===== config.mk =====
export PLATFORM = sky130hd
export DESIGN_NAME = ifetch32
export DESIGN_NICKNAME = d
export VERILOG_FILES = /design/src/rtl/ifetch32_pkg.sv /design/src/rtl/ifetch32_ifq.sv /design/src/rtl/ifetch32.sv
export SDC_FILE = /design/constraint.sdc
export NUM_CORES = 1
export LEC_CHECK = 0
export CAP_MARGIN = 30
export CELL_PAD_IN_SITES_DETAIL_PLACEMENT = 1
export CELL_PAD_IN_SITES_GLOBAL_PLACEMENT = 1
export CORE_MARGIN = 2
export CORE_UTILIZATION = 43
export CTS_CLUSTER_DIAMETER = 80
export DETAILED_ROUTE_END_ITERATION = 10
export GPL_ROUTABILITY_DRIVEN = 0
export PLACE_DENSITY = 0.81
export SKIP_LAST_GASP = 1
export SYNTH_ARGS = -nofsm -noshare
export SYNTH_HDL_FRONTEND = slang
export SYNTH_SLANG_ARGS = --single-unit
export TNS_END_PERCENT = 5

===== constraint.sdc =====
create_clock -name clk -period 6.8 [get_ports clk]
set_input_delay 1.02 -clock clk [delete_from_list [all_inputs] [get_ports clk]]
set_output_delay 1.02 -clock clk [all_outputs]
set_load 0.02 [all_outputs]

===== src/rtl/ifetch32_pkg.sv =====
// Shared definitions for the ifetch32 instruction fetch stage.
package ifetch32_pkg;

  // Default first fetch address after reset (word aligned).
  localparam logic [31:0] RESET_PC_DEF = 32'h0000_0000;

  // Instruction field positions as seen by the downstream decoder.
  localparam int COND_HI  = 31;
  localparam int COND_LO  = 28;
  localparam int CLASS_HI = 27;
  localparam int CLASS_LO = 25;
  localparam int LINK_BIT = 24;

  // The decoder sees the PC two words ahead of the instruction it decodes.
  localparam logic [31:0] BR_PC_OFFSET = 32'd8;

  // Fetch FSM encoding.
  localparam logic [1:0] ST_RST_WAIT = 2'd0;
  localparam logic [1:0] ST_FETCH    = 2'd1;
  localparam logic [1:0] ST_REDIRECT = 2'd2;

  // One prefetch queue entry: instruction word and its address.
  typedef struct packed {
    logic [31:0] insn;
    logic [31:0] pc;
  } fetch_entry_t;

  // Branch target from the decode PC; low bits forced to a word boundary.
  function automatic logic [31:0] branch_target(input logic [31:0] dpc,
                                                input logic [31:0] bv);
    logic [31:0] t;
    t = dpc + BR_PC_OFFSET + bv;
    return {t[31:2], 2'b00};
  endfunction

endpackage


===== src/rtl/ifetch32_ifq.sv =====
// Small synchronous prefetch FIFO; flush overrides push and pop.
module ifetch32_ifq
  import ifetch32_pkg::*;
#(
  parameter int QDEPTH = 2
) (
  input  logic                             clk,
  input  logic                             rst_n,
  input  logic                             push,
  input  fetch_entry_t                     push_data,
  input  logic                             pop,
  input  logic                             flush,
  output fetch_entry_t                     head,
  output logic [$clog2(QDEPTH+1)-1:0]      count,
  output logic                             full,
  output logic                             empty
);

  localparam int AW = $clog2(QDEPTH);
  localparam int CW = $clog2(QDEPTH+1);

  fetch_entry_t    mem_reg [QDEPTH];
  logic [AW-1:0]   wr_ptr_reg;
  logic [AW-1:0]   rd_ptr_reg;
  logic [CW-1:0]   count_reg;
  logic            do_push;
  logic            do_pop;

  assign full    = (count_reg == CW'(QDEPTH));
  assign empty   = (count_reg == '0);
  assign count   = count_reg;
  assign head    = mem_reg[rd_ptr_reg];
  assign do_push = push & ~full & ~flush;
  assign do_pop  = pop & ~empty & ~flush;

  // Storage array: written on accepted pushes, no reset needed.
  always_ff @(posedge clk) begin
    if (do_push) begin
      mem_reg[wr_ptr_reg] <= push_data;
    end
  end

  // Pointer and occupancy tracking; depth is a power of two so pointers wrap.
  always_ff @(posedge clk or negedge rst_n) begin
    if (!rst_n) begin
      wr_ptr_reg <= '0;
      rd_ptr_reg <= '0;
      count_reg  <= '0;
    end else if (flush) begin
      wr_ptr_reg <= '0;
      rd_ptr_reg <= '0;
      count_reg  <= '0;
    end else begin
      if (do_push) wr_ptr_reg <= wr_ptr_reg + 1'b1;
      if (do_pop)  rd_ptr_reg <= rd_ptr_reg + 1'b1;
      case ({do_push, do_pop})
        2'b10:   count_reg <= count_reg + 1'b1;
        2'b01:   count_reg <= count_reg - 1'b1;
        default: count_reg <= count_reg;
      endcase
    end
  end

endmodule


===== src/rtl/ifetch32.sv =====
// Instruction fetch stage: address generation, prefetch queue, decoder
// output register, branch redirect and link value generation.
module ifetch32
  import ifetch32_pkg::*;
#(
  parameter logic [31:0] RESET_PC = RESET_PC_DEF,
  parameter int          QDEPTH   = 2
) (
  input  logic        clk,
  input  logic        rst_n,
  output logic        imem_req,
  output logic [31:0] imem_addr,
  input  logic        imem_ack,
  input  logic [31:0] imem_rdata,
  input  logic        istall,
  output logic [31:0] iout,
  output logic        ivalid,
  output logic [31:0] ipc,
  input  logic        ib,
  input  logic [31:0] bv,
  input  logic        bl,
  output logic        link_we,
  output logic [31:0] link_data
);

  localparam int QCW = $clog2(QDEPTH+1);

  logic [1:0]     state_reg;
  logic [31:0]    pc_reg;
  logic [31:0]    dpc_reg;
  logic           xfer;
  logic           q_push;
  logic           q_pop;
  logic           handoff;
  fetch_entry_t   q_in;
  fetch_entry_t   q_head;
  logic [QCW-1:0] q_count;
  logic           q_full;
  logic           q_empty;

  // Request depends only on registered state, never on istall.
  assign imem_req  = (state_reg == ST_FETCH) && (q_count < QCW'(QDEPTH));
  assign imem_addr = pc_reg;
  assign xfer      = imem_req & imem_ack;
  // A word acked in the branch cycle belongs to the wrong path: drop it.
  assign q_push    = xfer & ~ib & ~q_full;
  assign handoff   = ivalid & ~istall;
  assign q_pop     = ~ib & (~ivalid | handoff) & ~q_empty;
  assign q_in      = '{insn: imem_rdata, pc: pc_reg};

  ifetch32_ifq #(.QDEPTH(QDEPTH)) u_ifq (
    .clk       (clk),
    .rst_n     (rst_n),
    .push      (q_push),
    .push_data (q_in),
    .pop       (q_pop),
    .flush     (ib),
    .head      (q_head),
    .count     (q_count),
    .full      (q_full),
    .empty     (q_empty)
  );

  // Fetch FSM: one settle cycle after reset, one bubble cycle per redirect.
  always_ff @(posedge clk or negedge rst_n) begin
    if (!rst_n) begin
      state_reg <= ST_RST_WAIT;
    end else if (ib) begin
      state_reg <= ST_REDIRECT;
    end else begin
      case (state_reg)
        ST_RST_WAIT: state_reg <= ST_FETCH;
        ST_FETCH:    state_reg <= ST_FETCH;
        ST_REDIRECT: state_reg <= ST_FETCH;
        default:     state_reg <= ST_RST_WAIT;
      endcase
    end
  end

  // Fetch PC: branch target wins, otherwise advance on each accepted fetch.
  always_ff @(posedge clk or negedge rst_n) begin
    if (!rst_n) begin
      pc_reg <= RESET_PC;
    end else if (ib) begin
      pc_reg <= branch_target(dpc_reg, bv);
    end else if (xfer) begin
      pc_reg <= pc_reg + 32'd4;
    end
  end

  // Decoder output register: squash on branch, refill from the queue head.
  always_ff @(posedge clk or negedge rst_n) begin
    if (!rst_n) begin
      iout   <= '0;
      ipc    <= '0;
      ivalid <= 1'b0;
    end else if (ib) begin
      ivalid <= 1'b0;
    end else if (q_pop) begin
      iout   <= q_head.insn;
      ipc    <= q_head.pc;
      ivalid <= 1'b1;
    end else if (handoff) begin
      ivalid <= 1'b0;
    end
  end

  // Decode PC follows each accepted instruction; a branch freezes it.
  always_ff @(posedge clk or negedge rst_n) begin
    if (!rst_n) begin
      dpc_reg <= '0;
    end else if (!ib && handoff) begin
      dpc_reg <= ipc;
    end
  end

  // Return address strobe for branch-with-link; data holds between links.
  always_ff @(posedge clk or negedge rst_n) begin
    if (!rst_n) begin
      link_we   <= 1'b0;
      link_data <= '0;
    end else begin
      link_we <= ib & bl;
      if (ib && bl) begin
        link_data <= dpc_reg + 32'd4;
      end
    end
  end

endmodule


; Yosys cells after proc, flatten, opt, wreduce, memory -nomap -nowiden
; Memories as Yosys holds them, arrays and structs flattened. A register that Yosys moved wholly into a read port is not among the register bits.
; Cells that the tools add are included.
[op_classes]
add_sub_neg = 8
order_cmp = 1
n_eq_ne = 5
n_mux = 15
bitwise = 17
reduce_logical = 14
[ops]
columns = cell, count
row1 = $add A32 B3 Y32 const B, 2
row2 = $mux W32, 2
row3 = $add A32 B32 Y32, 1
row4 = $add A32 B4 Y32 const B, 1
row5 = $and A1 B1 Y1, 11
row6 = $mux W1, 10
row7 = $eq A2 B2 Y1 const B, 3
row8 = $reduce_bool A2 Y1, 3
row9 = $reduce_bool A3 Y1, 2
row10 = $not A1 Y1, 5
row11 = $eq A2 B1 Y1 const B, 2
row12 = $logic_not A2 Y1, 2
row13 = $mux W2, 2
row14 = $pmux W2 S2, 1
row15 = $logic_and A1 B1 Y1, 3
row16 = $reduce_or A3 Y1, 1
row17 = $add A1 B1 Y1 const B, 2
row18 = $add A2 B1 Y2 const B, 1
row19 = $logic_not A1 Y1, 2
row20 = $lt A2 B2 Y1 const B, 1
row21 = $reduce_and A2 Y1, 1
row22 = $sub A2 B1 Y2 const B, 1
row23 = $or A1 B1 Y1, 1
[totals]
reg_bits = 104
ramBits = 128
input_bits = 70
output_inout_bits = 131
wordCells = 70
memories = 1
[memory_table]
columns = name, words, word_bits, rd, rd_clocked_by_memory_dff, write_ports, line_no
row1 = u_ifq.mem_reg, 2, 64, 1, 1, 1, ifetch32_ifq.sv:22  ; fetch_entry_t mem_reg [QDEPTH];

; Depth between registers and ports, before layout
[logic_depth]
depth_word = 10
ltp_mapped = 11
depth_no_buf = 11

; By module
; Synthesis repeated with hierarchy kept, for this count alone.
[hier_totals]
cells_unflattened = 1101
hier_area_um2 = 13975.9
[by_module_without_submodules]
columns = mod, n_inst, cells_each, area_per_inst_um2, seq_area_each_um2
row1 = ifetch32, 1, 877, 9156.3, 4053.9
row2 = ifetch32_ifq, 1, 224, 4819.6, 3943.8

; Worst setup path after synthesis
; No wires, ideal clock.
[synth_timing]
path_type = input -> register
from = input ib
to = memory u_ifq.mem_reg[0][10] (netlist bit), enable pin
setup_ns = 0.559
arrival_time_ns = 5.905
required_ns = 6.241
path_slack_ns = 0.337
cell_stages = 4
n_path_buf = 3
path_cell_list = clkbuf_1 buf_1 clkbuf_1 nor3_1
[synth_via]
elab_chain_len = 7
[synth_lines]
columns = element, line_no
row1 = from (decl), ifetch32.sv:19  ; input logic ib,
row2 = $not A1 Y1 (no source line) *, --
row3 = $and A1 B1 Y1 (2 in a row), ifetch32.sv:46  ; assign q_push = xfer & ~ib & ~q_full;
row4 = $and A1 B1 Y1, ifetch32_ifq.sv:33  ; assign do_push = push & ~full & ~flush;
row5 = $and A1 B1 Y1 *, ifetch32_ifq.sv:33
row6 = $mux W1 *, ifetch32_ifq.sv:38  ; if (do_push) begin
row7 = $mux W1 (implied by the code) *, ifetch32_ifq.sv:39  ; mem_reg[wr_ptr_reg] <= push_data;
row8 = to (decl), ifetch32_ifq.sv:22
; Mark *: on every way between the ends. The rest lies on a longest branch, timed or not.

; Worst setup path after layout
[layout_timing]
from = input bv[6]
to = register pc_reg[25], in the netlist imem_addr[25]
[layout_via]
elab_chain_len = 2
[layout_lines]
columns = element, line_no
row1 = from (decl), ifetch32.sv:20  ; input logic [31:0] bv,
row2 = $add A32 B32 Y32, ifetch32_pkg.sv:32  ; t = dpc + BR_PC_OFFSET + bv;
row3 = $mux W32, ifetch32.sv:84  ; end else if (ib) begin
row4 = to (signal assigned), ifetch32.sv:85  ; pc_reg <= branch_target(dpc_reg, bv);
row5 = to (signal assigned), ifetch32.sv:87  ; pc_reg <= pc_reg + 32'd4;
row6 = to (decl), ifetch32.sv:29  ; logic [31:0] pc_reg;
; No other way between the ends.
; A chain may end at the register's enable or synchronous reset.

==> impl_results.md <==
* Most common cell after layout, fill and taps aside: clkdlybuf4s50_1
* Area Growth Syn to Fin at 24.6%
* Hold_buf cts at 0
* Max incr delay on CP at 0.64 ns
* Antenna violations before repair at 2
* Top cells by area, synth: dfrtp_1, edfxtp_1, ha_1, mux2i_1, a21oi_1
* Unrepaired setup endpoints after global routing: no
* Yosys top cell by area: dfrtp_1
* Most frequent cells in the layout: clkdlybuf4s50_1, dfrtp_1, edfxtp_1
* Slew HR at 0.382
* WP data required at 7.23 ns
* GR Util All Layers at 0.226
* Worst setup startpoint: bv[6]
* Final instance area at 16500 µm²
* Synthesized area at 13300 µm²
* Total power at 5.50 mW
* Leak at 6.43 nW
* Finished Layout Cells at 1738
* Post-route clock skew at 0.0137 ns
* Die ar. at 32300 µm²
* Seq/Total Area, Yosys at 0.582
* Worst r2r src: dpc_reg[6]$_DFFE_PN0P_
* Htree depth at 1
* Share of the synthesized area in the top cell type at 0.302
* CORE AREA at 30500 µm²
* Clock transition time at the flip-flop clock pins of the worst setup and hold paths at 0.06 ns
* Drc violations at 0
* Status: finished, final reports clean
* Routed WL at 37.0 mm
* Fmax at 277 MHz
* Routed Antenna Nets at 0
* Drt first pass iters at 4
* Worst-margin pin slew at 0.926 ns
* Starting Density at 0.435
* Worst-path maximum fanout at 7
* Vias in the first global route at 10100
* Final count of pins violating max slew at 0
* Row cnt at 64
* Layout cell share with drive strength beyond 1 at 0.0753
* Final hold violations at 0
* Worst Hold Depth at 2
* DR vias/cell at 5.47
* Synth Instances at 1137
* Fin crit period at 3.61 ns
* Met1 Routed Length at 16.1 mm
* Die height at 180 µm
* Total CTS buffers at 28
* Placed inst area at 15600 µm²
* Port Buf Inserts at 192
* Pin count of the biggest net entering global routing at 103
* Number of flops mapped to enable cells by yosys at 124
* DP Wirelength at 25.7 mm
* Power density over the cells at 333 nW/µm²
* Synth Register Bits at 284
* Max clock buf depth at 3
* Drt wl/cell at 21.3 µm
* Max-cap violation count at 0
* First-pass GRT wire length at 57.8 mm
* Post-CTS setup buffers at 0
* Top FF cell, synth: dfrtp_1
* CTS tree: done
* Number of top-level pins at 201
* Initial DRC Count at 568
* Cells on worst reg2reg path at 9
* Dpl cells at 1683
* Smallest hold slack at 0.476 ns
* Clk root buf: clkbuf_16
* Worst skew pair latency at 0.54 ns
* Reg-to-reg endpoint: imem_addr[25]$_DFFE_PN0N_
* Tcrit/Tclk final at 0.531
* WL met2 at 18.4 mm
* R2R setup slack at 3.60 ns
* Max reg flops at 124
* Startpoint types: primary input
* Worst Slack Setup Final at 3.19 ns
* Count of warnings emitted by yosys at 0
* Setup tns final at 0 ns
* Synth unique cells at 64
* Post-CTS sizing at 0
* Async SR Flop Fraction at 0.563
* Total grt overflow at 0
* # clock sinks at 284
* Met3 routed WL at 1.67 mm
* Syn_area_per_cell at 11.7 µm²
* Crit path DAT at 4.04 ns
* Setup CP Type: in -> reg
* Worst hold path class: reg -> reg
* Hold_sp: link_data[20]$_DFFE_PN0P_
* Hold EP: link_data[20]$_DFFE_PN0P_
* Slowest-stage cell, CP: o21ai_0
* Finish-stage setup viols at 0
* Via count at 9509
* Dpl ws at 2.66 ns
* Die W at 180 µm
* Worst path cell trace: clkdlybuf4s50_1 > ha_1 > ha_1 > a21oi_1 > nand2_1 > o21ai_0 > a211oi_1 > o21ai_0 > a41o_1 > nor2_1
* Crit. End Element: flop
* Worst IR drop on VDD at 0.157 mV
* Top Layer Used: met4
* Nets at 1449
* Finished Core Util at 0.542
==> worst max-delay path, delay by kind of cell <==
family,cells,cell delay [ns]
AOI/OAI and AO/OA,5,1.70
adders and majority gates,2,0.69
buffers and inverters,1,0.42
and+or+nand+nor,2,0.20
==> report_power, final <==
part	internal [mW]	total (mW)	switching (mW)
registers	2.07	2.40	0.327
clock network	0.875	1.53	0.660
logic	0.707	1.57	0.866
==> worst max path at each step <==
stage,slack [ns],end,cells past startpoint
2_1_floorplan,0.34,u_ifq.mem_reg[0][10]$_DFFE_PP_,4
3_3_place_gp,2.83,imem_addr[31]$_DFFE_PN0N_,9
3_5_place_dp,2.66,imem_addr[25]$_DFFE_PN0N_,10
4_1_cts,3.24,imem_addr[25]$_DFFE_PN0N_,10
5_1_grt,3.08,imem_addr[27]$_DFFE_PN0N_,10
6_report,3.19,imem_addr[25]$_DFFE_PN0N_,10
==> cells by family (layout without fill, tap and decap cells) <==
logic type,count (synthesis),after routing,synth area share
AND/OR/NAND/NOR,323,323,0.117
flip-flops,284,284,0.582
AO/OA/AOI/OAI,231,231,0.0994
multiplexers,93,93,0.0728
XOR/XNOR,73,73,0.0482
buffers and inverters,72,270,0.0232
adder cells (fa/ha/maj),60,60,0.0566
other,1,8,0.000283
==> final cells by class <==
class	count	area, µm²
fill	3202	14000
sequential	284	7730
multi-input combinational	787	5270
timing repair buffer	204	2070
clock buffer	34	764
tap	396	495
clock inverter	18	143
inverter	14	52.6
antenna	1	2.50
==> metal layers <==
layer,global-route usage,up-vias
li1,-,4470
met1,0.302,4752
met2,0.388,239
met3,0.0318,48
met4,0.0634,0
met5,0,-
==> synth_stat cells, types with 20 or more instances <==
| cell | count |
|---|---|
| a21oi_1 | 109 |
| clkbuf_1 | 29 |
| dfrtp_1 | 160 |
| edfxtp_1 | 124 |
| ha_1 | 60 |
| mux2_2 | 28 |
| mux2i_1 | 65 |
| nand2_1 | 85 |
| nand3_1 | 38 |
| nand4_1 | 20 |
| nor2_1 | 113 |
| o21ai_0 | 64 |
| xnor2_1 | 37 |
| xor2_1 | 36 |
Power figures use the tool's default switching activity.
